==> config.mk <==
export PLATFORM = sky130hd
export DESIGN_NAME = bcd_seg_scan_flat
export DESIGN_NICKNAME = d
export VERILOG_FILES = /design/src/rtl/bcd_seg_scan_if.sv /design/src/rtl/bcd_seg_scan.sv /design/src/flat_wrapper.sv
export SDC_FILE = /design/constraint.sdc
export NUM_CORES = 1
export LEC_CHECK = 0
export CAP_MARGIN = 20
export CORE_ASPECT_RATIO = 1.1
export CORE_MARGIN = 4
export CORE_UTILIZATION = 60
export CTS_CLUSTER_SIZE = 30
export DETAILED_ROUTE_END_ITERATION = 8
export PLACE_DENSITY_LB_ADDON = 0.25
export SYNTH_ARGS = -nofsm -noshare
export SYNTH_HDL_FRONTEND = slang
export SYNTH_SLANG_ARGS = --single-unit
==> constraint.sdc <==
create_clock -name clk -period 5.3 [get_ports clk]
set_clock_uncertainty 0.15 [all_clocks]
set_input_delay 1.06 -clock clk [delete_from_list [all_inputs] [get_ports clk]]
set_output_delay 1.06 -clock clk [all_outputs]
set_load 0.005 [all_outputs]
==> src/rtl/bcd_seg_scan_if.sv <==
// Bus between the BCD adder side and the 2-digit scanned display driver.
// Ports: load/digit_1/digit_0 toward the driver; seg/dig_sel/load_ack/err back.
interface bcd_seg_scan_if;
  logic       load;
  logic [3:0] digit_1;
  logic [3:0] digit_0;
  logic [6:0] seg;
  logic [1:0] dig_sel;
  logic       load_ack;
  logic       err;

  modport master (
    output load, digit_1, digit_0,
    input  seg, dig_sel, load_ack, err
  );

  modport slave (
    input  load, digit_1, digit_0,
    output seg, dig_sel, load_ack, err
  );
endinterface

==> src/rtl/bcd_seg_scan.sv <==
// Captures a BCD digit pair and scans it onto a 2-digit common-anode display.
// Ports: clk, rst_n (async active-low), bus (slave: load/digits in, seg/dig_sel/ack/err out).
module bcd_seg_scan #(
  parameter int SCAN_DIV        = 50000,
  parameter int BLANK_CYC       = 16,
  parameter int LEAD_ZERO_BLANK = 1
) (
  input  logic            clk,
  input  logic            rst_n,
  bcd_seg_scan_if.slave   bus
);

  localparam int MAXC = (SCAN_DIV > BLANK_CYC) ? SCAN_DIV : BLANK_CYC;
  localparam int CW   = $clog2(MAXC + 1);

  localparam logic [CW-1:0] D_LOAD = CW'(SCAN_DIV - 1);
  localparam logic [CW-1:0] G_LOAD =
    CW'((BLANK_CYC > 0) ? BLANK_CYC - 1 : 0);

  localparam logic [1:0] S_D0 = 2'd0;
  localparam logic [1:0] S_G0 = 2'd1;
  localparam logic [1:0] S_D1 = 2'd2;
  localparam logic [1:0] S_G1 = 2'd3;

  logic [1:0]    st, st_nx;
  logic [CW-1:0] cnt, cnt_nx;
  logic [3:0]    sh1, sh0;
  logic [6:0]    seg_q, seg_nx;
  logic [1:0]    sel_q, sel_nx;
  logic          ack_q, err_q;
  logic          tens_dark;

  function automatic logic [6:0] dec(input logic [3:0] d);
    logic [6:0] s;
    case (d)
      4'd0:    s = 7'h40;
      4'd1:    s = 7'h79;
      4'd2:    s = 7'h24;
      4'd3:    s = 7'h30;
      4'd4:    s = 7'h19;
      4'd5:    s = 7'h12;
      4'd6:    s = 7'h02;
      4'd7:    s = 7'h78;
      4'd8:    s = 7'h00;
      4'd9:    s = 7'h10;
      default: s = 7'h06;
    endcase
    return s;
  endfunction

  // Slot sequencer: counter reloads on every state entry.
  always_comb begin
    st_nx  = st;
    cnt_nx = cnt - CW'(1);
    if (cnt == '0) begin
      case (st)
        S_D0: begin
          if (BLANK_CYC == 0) begin
            st_nx  = S_D1;
            cnt_nx = D_LOAD;
          end else begin
            st_nx  = S_G0;
            cnt_nx = G_LOAD;
          end
        end
        S_G0: begin
          st_nx  = S_D1;
          cnt_nx = D_LOAD;
        end
        S_D1: begin
          if (BLANK_CYC == 0) begin
            st_nx  = S_D0;
            cnt_nx = D_LOAD;
          end else begin
            st_nx  = S_G1;
            cnt_nx = G_LOAD;
          end
        end
        default: begin
          st_nx  = S_D0;
          cnt_nx = D_LOAD;
        end
      endcase
    end
  end

  // An invalid tens digit must stay visible, so only a true 0 darkens.
  assign tens_dark = (LEAD_ZERO_BLANK != 0) && (sh1 == 4'd0);

  always_comb begin
    sel_nx = 2'b11;
    seg_nx = 7'h7F;
    unique case (1'b1)
      (st == S_D0): begin
        sel_nx = 2'b10;
        seg_nx = dec(sh0);
      end
      (st == S_D1) && !tens_dark: begin
        sel_nx = 2'b01;
        seg_nx = dec(sh1);
      end
      default: begin
        sel_nx = 2'b11;
        seg_nx = 7'h7F;
      end
    endcase
  end

  always_ff @(posedge clk or negedge rst_n) begin
    if (!rst_n) begin
      st    <= S_D0;
      cnt   <= D_LOAD;
      sh1   <= 4'd0;
      sh0   <= 4'd0;
      seg_q <= 7'h7F;
      sel_q <= 2'b11;
      ack_q <= 1'b0;
      err_q <= 1'b0;
    end else begin
      st    <= st_nx;
      cnt   <= cnt_nx;
      seg_q <= seg_nx;
      sel_q <= sel_nx;
      ack_q <= bus.load;
      if (bus.load) begin
        sh1   <= bus.digit_1;
        sh0   <= bus.digit_0;
        err_q <= (bus.digit_1 > 4'd9) || (bus.digit_0 > 4'd9);
      end
    end
  end

  assign bus.seg      = seg_q;
  assign bus.dig_sel  = sel_q;
  assign bus.load_ack = ack_q;
  assign bus.err      = err_q;

endmodule
==> src/flat_wrapper.sv <==
// flat-port wrapper written by rule: the top's interface ports become plain ports
module bcd_seg_scan_flat 
#(
  parameter int SCAN_DIV        = 50000,
  parameter int BLANK_CYC       = 16,
  parameter int LEAD_ZERO_BLANK = 1
)
  (clk, rst_n, bus_load, bus_digit_1, bus_digit_0, bus_seg, bus_dig_sel, bus_load_ack, bus_err);
  bcd_seg_scan_if bus_i ();
  input  logic clk;
  input  logic rst_n;
  input wire logic [$bits(bus_i.load)-1:0] bus_load;
  input wire logic [$bits(bus_i.digit_1)-1:0] bus_digit_1;
  input wire logic [$bits(bus_i.digit_0)-1:0] bus_digit_0;
  output wire logic [$bits(bus_i.seg)-1:0] bus_seg;
  output wire logic [$bits(bus_i.dig_sel)-1:0] bus_dig_sel;
  output wire logic [$bits(bus_i.load_ack)-1:0] bus_load_ack;
  output wire logic [$bits(bus_i.err)-1:0] bus_err;
  assign bus_i.load = bus_load;
  assign bus_i.digit_1 = bus_digit_1;
  assign bus_i.digit_0 = bus_digit_0;
  assign bus_seg = bus_i.seg;
  assign bus_dig_sel = bus_i.dig_sel;
  assign bus_load_ack = bus_i.load_ack;
  assign bus_err = bus_i.err;
  bcd_seg_scan #(.SCAN_DIV(SCAN_DIV), .BLANK_CYC(BLANK_CYC), .LEAD_ZERO_BLANK(LEAD_ZERO_BLANK)) u_core (.clk(clk), .rst_n(rst_n), .bus(bus_i));
endmodule
# Word level (Yosys, flattened, before mapping)
# Memories as Yosys holds them, arrays and structs flattened.
# Cells that the tools add are included.
# W data, S select, Z words.
[totals] output_inout_bits=11 regBits=37 romBits=224 mem_count=2 inputBits=11
[op_classes] n_mux=5 order_cmp=2 n_reduce_logical=7 n_eq_ne=2 addsub=1
[memory_table] memory="(no name shown)" depth=16 width=7 rd=1 rd_clocked_by_memory_dff=0 wr=0 line_no="bcd_seg_scan.sv:35" rtl="case (d)"
[memory_table] memory="(no name shown)" depth=16 width=7 rd=1 rd_clocked_by_memory_dff=0 wr=0 line_no="bcd_seg_scan.sv:35"
[ops] operator="$mux W16" n=2
[ops] operator="$logic_not A16 Y1" n=1
[ops] operator="$sub A16 B1 Y16 const B" n=1
[ops] operator="$pmux W7 S2" n=1
[ops] operator="$gt A4 B4 Y1 const B" n=2
[ops] operator="$pmux W2 S3" n=1
[ops] operator="$logic_not A4 Y1" n=1
[ops] operator="$pmux W2 S2" n=1
[ops] operator="$eq A2 B1 Y1 const B" n=1
[ops] operator="$eq A2 B2 Y1 const B" n=1
[ops] operator="$logic_not A2 Y1" n=1
[ops] operator="$reduce_or A2 Y1" n=1
[ops] operator="$logic_and A1 B1 Y1" n=1
[ops] operator="$logic_not A1 Y1" n=1
[ops] operator="$logic_or A1 B1 Y1" n=1

# Depth between registers and ports, before layout
# Gate-level depths: netlist (run 1).
[depth] ltp_word=4 depth_mapped=7 mapped_depth_nobuf=6

# Worst setup path before layout (run 1)
# OpenSTA, ideal clock, no wires.
[synth_timing] path_kind="register to register" startpoint="register u_core.cnt[1]" endpoint="register u_core.cnt[13]" path_slack_ns=3.335 setup_time_ns=0.125 arrival_time_ns=1.691 stages_incl_launch_ff=5 path_cell_list="dfstp_2 -> or4_4 -> nor4_2 -> nor4b_2 -> mux2_2"
[synth_via] elab_chain_len=2 word_cells_on_any_way=3
[synth_rtl] element="start: declaration" line_no="bcd_seg_scan.sv:26" rtl="logic [CW-1:0] cnt, cnt_nx;"
[synth_rtl] element="start signal: assignment" line_no="bcd_seg_scan.sv:121" rtl="cnt <= cnt_nx;"
[synth_rtl] element="$sub A16 B1 Y16 / $logic_not A16 Y1 (equally long branches)" line_no="bcd_seg_scan.sv:54, bcd_seg_scan.sv:55"
[synth_rtl] element="$mux W16 *" line_no="bcd_seg_scan.sv:55" rtl="if (cnt == '0) begin"
[synth_rtl] element="net u_core.cnt_nx[13]" line_no="bcd_seg_scan.sv:26"
# Mark *: on every way through the listed nets, which the timed path passes. The rest lies on a longest branch.
# A chain may end at the register's enable or synchronous reset.

# Worst setup path after layout (run 1)
[layout_timing] startpoint="register u_core.sel_q[0] (netlist: u_core.bus.dig_sel[0])" endpoint="output port bus_dig_sel[0]"
[layout_rtl] element="start: declaration" line_no="bcd_seg_scan.sv:29" rtl="logic [1:0] sel_q, sel_nx;"
[layout_rtl] element="start signal: assignment" line_no="bcd_seg_scan.sv:123" rtl="sel_q <= sel_nx;"
[layout_rtl] element="end: declaration" line_no="flat_wrapper.sv:16" rtl="output wire logic [$bits(bus_i.dig_sel)-1:0] bus_dig_sel;"
# No word-level cell between the ends.

==> impl_metrics.tcl, run 1 <==
set metrics [dict create \
    final_core_utilization 0.738 \
    number_of_cts_inserted_buffers 5 \
    clock_latency_ns 0.35 \
    cap_violations 0 \
    totalWireLength_mm 3.54 \
    tritoncts "yes" \
    synth_top_area_cell "sky130_fd_sc_hd__dfrtp_1" \
    r2r_cells 6 \
    average_via_count_per_standard_cell 5.78 \
    dr.pass1.iters 4 \
    start_kind "flip-flop" \
    register_area_um2 948 \
    synthArstFlopShare 1.00 \
    overall_via_count_from_detail_route 1485 \
    global_routing_usage_summed_across_all_routing_layers 0.184 \
    synthToLayoutAreaGrowth_pct 14.3 \
    antenna_found_initial 0 \
    route.top_layer_used "met4" \
    worst_setup_path_end_kind "output port" \
    rows 21 \
    syn_nets 226 \
    postSynthCellCount 198 \
    cts_hold_buffers 0 \
    cts.htree.levels 2 \
    clockBufferDepth 2 \
    wl_per_cell_um 13.8 \
    mappedNetlistArea_um2 2040 \
    critical_path.slowest_cell "sky130_fd_sc_hd__dfstp_2" \
    post_cts.repair.setup_buffers 0 \
    dp.final_hpwl_mm 2.66 \
    multi_input_area_um2 1020 \
    final_max_slew_violation_count 0 \
    holdWs_ns 0.341 \
    vdd.ir_drop.worst_mv 0.188 \
    global_route.overflow_total 0 \
    setup_viol_count_final 0 \
    wl_met1_mm 1.71 \
    power.leakage_nw 0.986 \
    yosys_register_bits 37 \
    setup.worst_path.class "reg2out" \
    drive_above_1_share 0.170 \
    dominantRegCellSynth "sky130_fd_sc_hd__dfrtp_1" \
    die_width_um 63.5 \
    cp_max_fo 1 \
    placed_instance_area_um2 2280 \
    syn_area_per_cell_um2 10.3 \
    fin_setup_tns_ns 0 \
    post-synth-top-area-fraction 0.234 \
    io_pins 22 \
    whs_path_depth 1 \
    synth_warn 0 \
    yosysUniqueCellTypes 46 \
    fmaxAchievable_mhz 386 \
    worst_path_dominant_cell_family "flip-flops" \
    post_cts_resized 0 \
    crit_required_ns 4.09 \
    initial_utilization 0.646 \
    clock_period_minus_worst_slack_ns 2.59 \
    first_global_vias 1493 \
    min_period_over_period 0.489 \
    post_route_drc_violation_count 0 \
    globalplace.congestion 0.881 \
    run_status "completed" \
    fin_area_um2 2330 \
    clkTransAtPathRegs_ns 0.11 \
    maximum_number_of_pins_on_one_net_before_global_route_repair 38 \
    floorplan.die_area_um2 4390 \
    synth_area_leaders "sky130_fd_sc_hd__dfrtp_1, sky130_fd_sc_hd__dfstp_2, sky130_fd_sc_hd__ha_1" \
    cp_num_cells 1 \
    route.met2.wl_mm 1.61 \
    hold_path_class "reg2reg" \
    worst_slew_pin_slew_ns 0.630 \
    detailedRoute.firstIterationViolations 68 \
    antenna_cells 0 \
    placement.io_buffers 21 \
    ant_nets 0 \
    dr_wl_met3_um 184 \
    design.final.nets 250 \
    num-fill-cells 229 \
    timing.final.hold_violations 0 \
    synth-edff-count 0 \
    timing.slew.headroom 0.579 \
    grt_first_pass_wirelength_mm 6.49 \
    clock-root-buffer "sky130_fd_sc_hd__clkbuf_4" \
    power.density_cell_area_nw_per_um2 233 \
    die_height_um 69.1 \
    fp.coreArea_um2 3150 \
    cp.buffers_inverters 1 \
    rsz0062_at_grt "no" \
    timing.critical_path.cells "clkdlybuf4s50_1" \
    timing.critical_path.slowest_cell_delay_ns 0.54 \
    cts.sink_count 37 \
    timing.critical_path.arrival_ns 1.38 \
    synth.yosys.seq_area_share 0.466 \
    finalPower_mw 0.543 \
]
==> synth_stat cells, types with 2 or more instances <==
cell type	number
sky130_fd_sc_hd__dfrtp_1	19
sky130_fd_sc_hd__nor2_1	21
sky130_fd_sc_hd__or3_1	2
sky130_fd_sc_hd__a31oi_1	2
sky130_fd_sc_hd__mux2_2	4
sky130_fd_sc_hd__nand2b_1	4
sky130_fd_sc_hd__o21ai_0	12
sky130_fd_sc_hd__mux2i_1	2
sky130_fd_sc_hd__o21a_1	2
sky130_fd_sc_hd__o22ai_1	2
sky130_fd_sc_hd__nand2_1	13
sky130_fd_sc_hd__xnor2_1	6
sky130_fd_sc_hd__nand3_1	4
sky130_fd_sc_hd__nor3_1	2
sky130_fd_sc_hd__or4_4	2
sky130_fd_sc_hd__o221ai_1	4
sky130_fd_sc_hd__nor4_1	4
sky130_fd_sc_hd__nor4b_2	2
sky130_fd_sc_hd__a21o_1	2
sky130_fd_sc_hd__xor2_1	3
sky130_fd_sc_hd__ha_1	17
sky130_fd_sc_hd__clkbuf_1	4
sky130_fd_sc_hd__a21oi_1	10
sky130_fd_sc_hd__nor3b_1	2
sky130_fd_sc_hd__inv_1	13
sky130_fd_sc_hd__nor2b_1	3
sky130_fd_sc_hd__dfstp_2	18
==> cells in the final DEF, fill, tap and decap left out, types with 2 or more instances in the layout <==
cell | Yosys | routed
sky130_fd_sc_hd__nor2_1 | 21 | 21
sky130_fd_sc_hd__clkdlybuf4s50_1 | 0 | 21
sky130_fd_sc_hd__dfrtp_1 | 19 | 19
sky130_fd_sc_hd__dfstp_2 | 18 | 18
sky130_fd_sc_hd__ha_1 | 17 | 17
sky130_fd_sc_hd__inv_1 | 13 | 13
sky130_fd_sc_hd__nand2_1 | 13 | 13
sky130_fd_sc_hd__o21ai_0 | 12 | 12
sky130_fd_sc_hd__a21oi_1 | 10 | 10
sky130_fd_sc_hd__xnor2_1 | 6 | 6
sky130_fd_sc_hd__clkbuf_4 | 0 | 5
sky130_fd_sc_hd__nand2b_1 | 4 | 4
sky130_fd_sc_hd__o221ai_1 | 4 | 4
sky130_fd_sc_hd__nor4_1 | 4 | 4
sky130_fd_sc_hd__mux2_2 | 4 | 4
sky130_fd_sc_hd__nand3_1 | 4 | 4
sky130_fd_sc_hd__nor2b_1 | 3 | 3
sky130_fd_sc_hd__xor2_1 | 3 | 3
sky130_fd_sc_hd__nor3b_1 | 2 | 2
sky130_fd_sc_hd__mux2i_1 | 2 | 2
sky130_fd_sc_hd__o22ai_1 | 2 | 2
sky130_fd_sc_hd__or4_4 | 2 | 2
sky130_fd_sc_hd__or3_1 | 2 | 2
sky130_fd_sc_hd__nor4b_2 | 2 | 2
sky130_fd_sc_hd__nor3_1 | 2 | 2
sky130_fd_sc_hd__o21a_1 | 2 | 2
sky130_fd_sc_hd__a21o_1 | 2 | 2
sky130_fd_sc_hd__a31oi_1 | 2 | 2
sky130_fd_sc_hd__clkinv_2 | 0 | 2
==> layout make-up <==
| type | instances | area share |
|---|---|---|
| Inverter | 13 | 0.0210 |
| Clock inverter | 2 | 0.00430 |
| Multi-Input combinational cell | 143 | 0.438 |
| Clock buffer | 6 | 0.0177 |
| Timing Repair Buffer | 22 | 0.0935 |
| Sequential cell | 37 | 0.408 |
| Tap cell | 34 | 0.0183 |
==> cells by family after synthesis <==
family	Yosys count	share of synthesized area
buf+inv	18	0.0338
flops	37	0.466
mux	6	0.0320
compound gates	43	0.133
fa+ha+maj	17	0.104
simple gates	68	0.192
xor+xnor	9	0.0387
==> registers in the layout (all words and copies together), names as in the netlist <==
register,cells
u_core.bus.dig_sel,2
u_core.bus.err,1
u_core.bus.load_ack,1
u_core.bus.seg,7
u_core.cnt,16
u_core.sh0,4
u_core.sh1,4
u_core.st,2
==> routing by layer <==
metal	GRT usage	vias up
li1	-	745
met4	0.0647	0
met3	0.0584	4
met1	0.241	697
met5	0	-
met2	0.284	39
==> path summary, 6_finish.rpt <==
path	from	endpoint	slack, ns
hold / removal	u_core.cnt[0]$_DFF_PN1_	u_core.cnt[0]$_DFF_PN1_	0.34
hold reg to reg	u_core.cnt[0]$_DFF_PN1_	u_core.cnt[0]$_DFF_PN1_	0.34
min in group asynchronous	rst_n	u_core.st[0]$_DFFE_PN0P_	0.94
setup / recovery	u_core.bus.dig_sel[0]$_DFF_PN1_	bus_dig_sel[0]	2.71
max in group asynchronous	rst_n	u_core.bus.dig_sel[1]$_DFF_PN1_	3.71
setup reg to reg	u_core.cnt[0]$_DFF_PN1_	u_core.cnt[14]$_DFF_PN1_	3.21
==> where the power goes <==
part	internal (mW)	switching [mW]	total (mW)
clock network	0.0505	0.0888	0.139
registers	0.306	0.0135	0.319
logic	0.0467	0.0376	0.0844
total	0.403	0.140	0.543
==> stage by stage <==
step	cells	setup slack, ns
2_1_floorplan	198	3.33
3_3_place_gp	249	2.85
3_5_place_dp	249	2.81
4_1_cts	257	2.68
5_1_grt	257	2.64
6_report	257	2.71
Note: power is estimated with default switching activity, not from simulation.
==> inputs of run 2 (changes only) <==
--- a/config.mk
+++ b/config.mk
@@ -8,7 +8,7 @@
 export CAP_MARGIN = 20
 export CORE_ASPECT_RATIO = 1.1
 export CORE_MARGIN = 4
-export CORE_UTILIZATION = 60
+export CORE_UTILIZATION = 50
 export CTS_CLUSTER_SIZE = 30
 export DETAILED_ROUTE_END_ITERATION = 8
 export PLACE_DENSITY_LB_ADDON = 0.25
==> constraint.sdc (replaced) <==
create_clock -name clk -period 2.1 [get_ports clk]
set_clock_uncertainty 0.15 [all_clocks]
set_input_delay 0.42 -clock clk [delete_from_list [all_inputs] [get_ports clk]]
set_output_delay 0.42 -clock clk [all_outputs]
set_load 0.005 [all_outputs]
==> run 2 against run 1 <==
  * Wire length increased by 5.8%
  * Register-to-register slack worse by 3.1 ns
  * Clock power rose to 3.4 times the previous value
  * Sequential cell count stayed put
  * Critical path depth increased by 3
  * Final area rose by 5.0%
  * Combinational power rose to 2.5 times the previous value
  * Via count rose by 1.3%
  * Sequential power rose to 2.5 times the previous value
  * Sequential share of layout area shrank 1.9 points
  * Total power grew to 2.7 times the previous value
  * Worst setup slack worse by 2.6 ns
  * Largest cell class unchanged
  * Highest routed layer unchanged
==> impl_metrics.tcl, run 2 (same netlist as run 1, synthesis figures left out) <==
set metrics [dict create \
    run_status "completed" \
    clkTransAtPathRegs_ns 0.08 \
    global_route.overflow_total 0 \
    numPlacedInstances 273 \
    design.final.nets 256 \
    drive_above_1_share 0.192 \
    setup.reg_to_reg.worst_slack_ns 0.09 \
    min_period_over_period 0.958 \
    power.leakage_nw 1.03 \
    worst_slew_pin_slew_ns 0.495 \
    detailedRoute.firstIterationViolations 52 \
    number_of_cts_inserted_buffers 5 \
    most-common-layout-cells "sky130_fd_sc_hd__nor2_1, sky130_fd_sc_hd__clkdlybuf4s50_1, sky130_fd_sc_hd__dfrtp_1" \
    hold_end "u_core.st[0]$_DFFE_PN0P_" \
    post_cts_resized 0 \
    setup_viol_count_final 0 \
    largest-register "u_core.cnt" \
    ant_nets 0 \
    hold_start "u_core.st[0]$_DFFE_PN0P_" \
    post_cts.repair.setup_buffers 0 \
    overall_via_count_from_detail_route 1504 \
    cts.htree.levels 2 \
    fin_area_um2 2440 \
    holdWs_ns 0.334 \
    worst_setup_path_end_kind "flip-flop" \
    io_pins 22 \
    clock_latency_ns 0.29 \
    fmaxAchievable_mhz 497 \
    grt_first_pass_wirelength_mm 6.29 \
    initial_utilization 0.517 \
    antenna_cells 0 \
    rsz0062_at_grt "no" \
    r2r_end "u_core.st[1]$_DFFE_PN0P_" \
    largest_register_ff_count 16 \
    die_height_um 74.9 \
    rows 24 \
    global_routing_usage_summed_across_all_routing_layers 0.162 \
    placement.io_buffers 21 \
    average_via_count_per_standard_cell 5.35 \
    clock_period_minus_worst_slack_ns 2.01 \
    synthToLayoutAreaGrowth_pct 20.0 \
    fp.coreArea_um2 3930 \
    final_max_slew_violation_count 0 \
    cts_hold_buffers 0 \
    maximum_number_of_pins_on_one_net_before_global_route_repair 38 \
    totalWireLength_mm 3.75 \
    whs_path_depth 1 \
    dp.final_hpwl_mm 2.78 \
    die_width_um 68.8 \
    final_cells 281 \
    antenna_found_initial 0 \
    cp_max_fo 7 \
    timing.critical_path.arrival_ns 2.03 \
    timing.final.hold_violations 0 \
    cap_violations 0 \
    globalplace.congestion 0.812 \
    power.density_cell_area_nw_per_um2 611 \
    r2r-start "u_core.cnt[5]$_DFF_PN0_" \
    fin_setup_tns_ns 0 \
    placed_instance_area_um2 2340 \
    floorplan.die_area_um2 5160 \
    r2r_cells 4 \
    dr.pass1.iters 4 \
    wl_per_cell_um 13.3 \
    clockBufferDepth 2 \
    hold_path_class "reg2reg" \
    clock-root-buffer "sky130_fd_sc_hd__clkbuf_8" \
    start_kind "flip-flop" \
    cts.sink_count 37 \
    setup.worst_path.class "reg2reg" \
    vdd.ir_drop.worst_mv 0.449 \
    post_route_drc_violation_count 0 \
    first_global_vias 1398 \
    crit_required_ns 2.11 \
    timing.slew.headroom 0.667 \
    tritoncts "yes" \
]
-- run 2: changes by cell type in the layout (fill, tap and decap cells not counted), sizes merged --
cell / change
buf: +6
clkbuf: +1
clkinv: -1
-- run 2: per-layer routing --
metal | GRT usage | vias to the layer above | share of wire
met1 | 0.228 | 712 | 0.50
met4 | 0.0455 | 0 | 0.013
li1 | - | 758 | -
met3 | 0.0463 | 6 | 0.045
met2 | 0.244 | 28 | 0.44
met5 | 0 | - | 0
-- run 2: worst max-delay path by stage --
stage	from	endpoint	slack, ns	cells past startpoint
after global routing	u_core.cnt[1]$_DFF_PN1_	u_core.cnt[13]$_DFF_PN0_	0.03	4
after CTS	u_core.cnt[8]$_DFF_PN1_	u_core.st[1]$_DFFE_PN0P_	0.06	4
after floorplan	u_core.cnt[1]$_DFF_PN1_	u_core.cnt[13]$_DFF_PN0_	0.13	4
final	u_core.cnt[5]$_DFF_PN0_	u_core.st[1]$_DFFE_PN0P_	0.09	4
after detailed placement	u_core.cnt[8]$_DFF_PN1_	u_core.st[1]$_DFFE_PN0P_	0.08	4
after global placement	u_core.cnt[8]$_DFF_PN1_	u_core.st[1]$_DFFE_PN0P_	0.13	4
-- run 2: cell type report --
class                   count  area, um^2
repair buffers             28         263
multi-input cells         143        1040
inverters                  13        48.8
clock inverters             1        5.00
flip-flops and latches     37         948
clock buffers               7        76.3
well taps                  52        65.1
fillers                   338        1490
-- run 2: metrics by stage --
stage,total power [mW],worst slack (ns),util
2_1_floorplan,0.919,0.135,-
3_3_place_gp,1.03,0.126,0.596
3_5_place_dp,1.04,0.0780,0.596
4_1_cts,1.51,0.0576,0.616
5_1_grt,1.56,0.0268,0.621
6_report,1.49,0.0892,0.621
-- run 2: critical path, cell delays in order (launching register included) --
cell	delay [ns]
sky130_fd_sc_hd__dfrtp_1	0.47
sky130_fd_sc_hd__or3_1	0.48
sky130_fd_sc_hd__nor4_4	0.43
sky130_fd_sc_hd__and2_2	0.29
sky130_fd_sc_hd__o21ai_1	0.07
-- run 2: report_power, final --
part	switching (mW)	total [mW]	internal [mW]
Clock	0.236	0.468	0.233
Combinational	0.0960	0.215	0.119
Sequential	0.0370	0.810	0.773
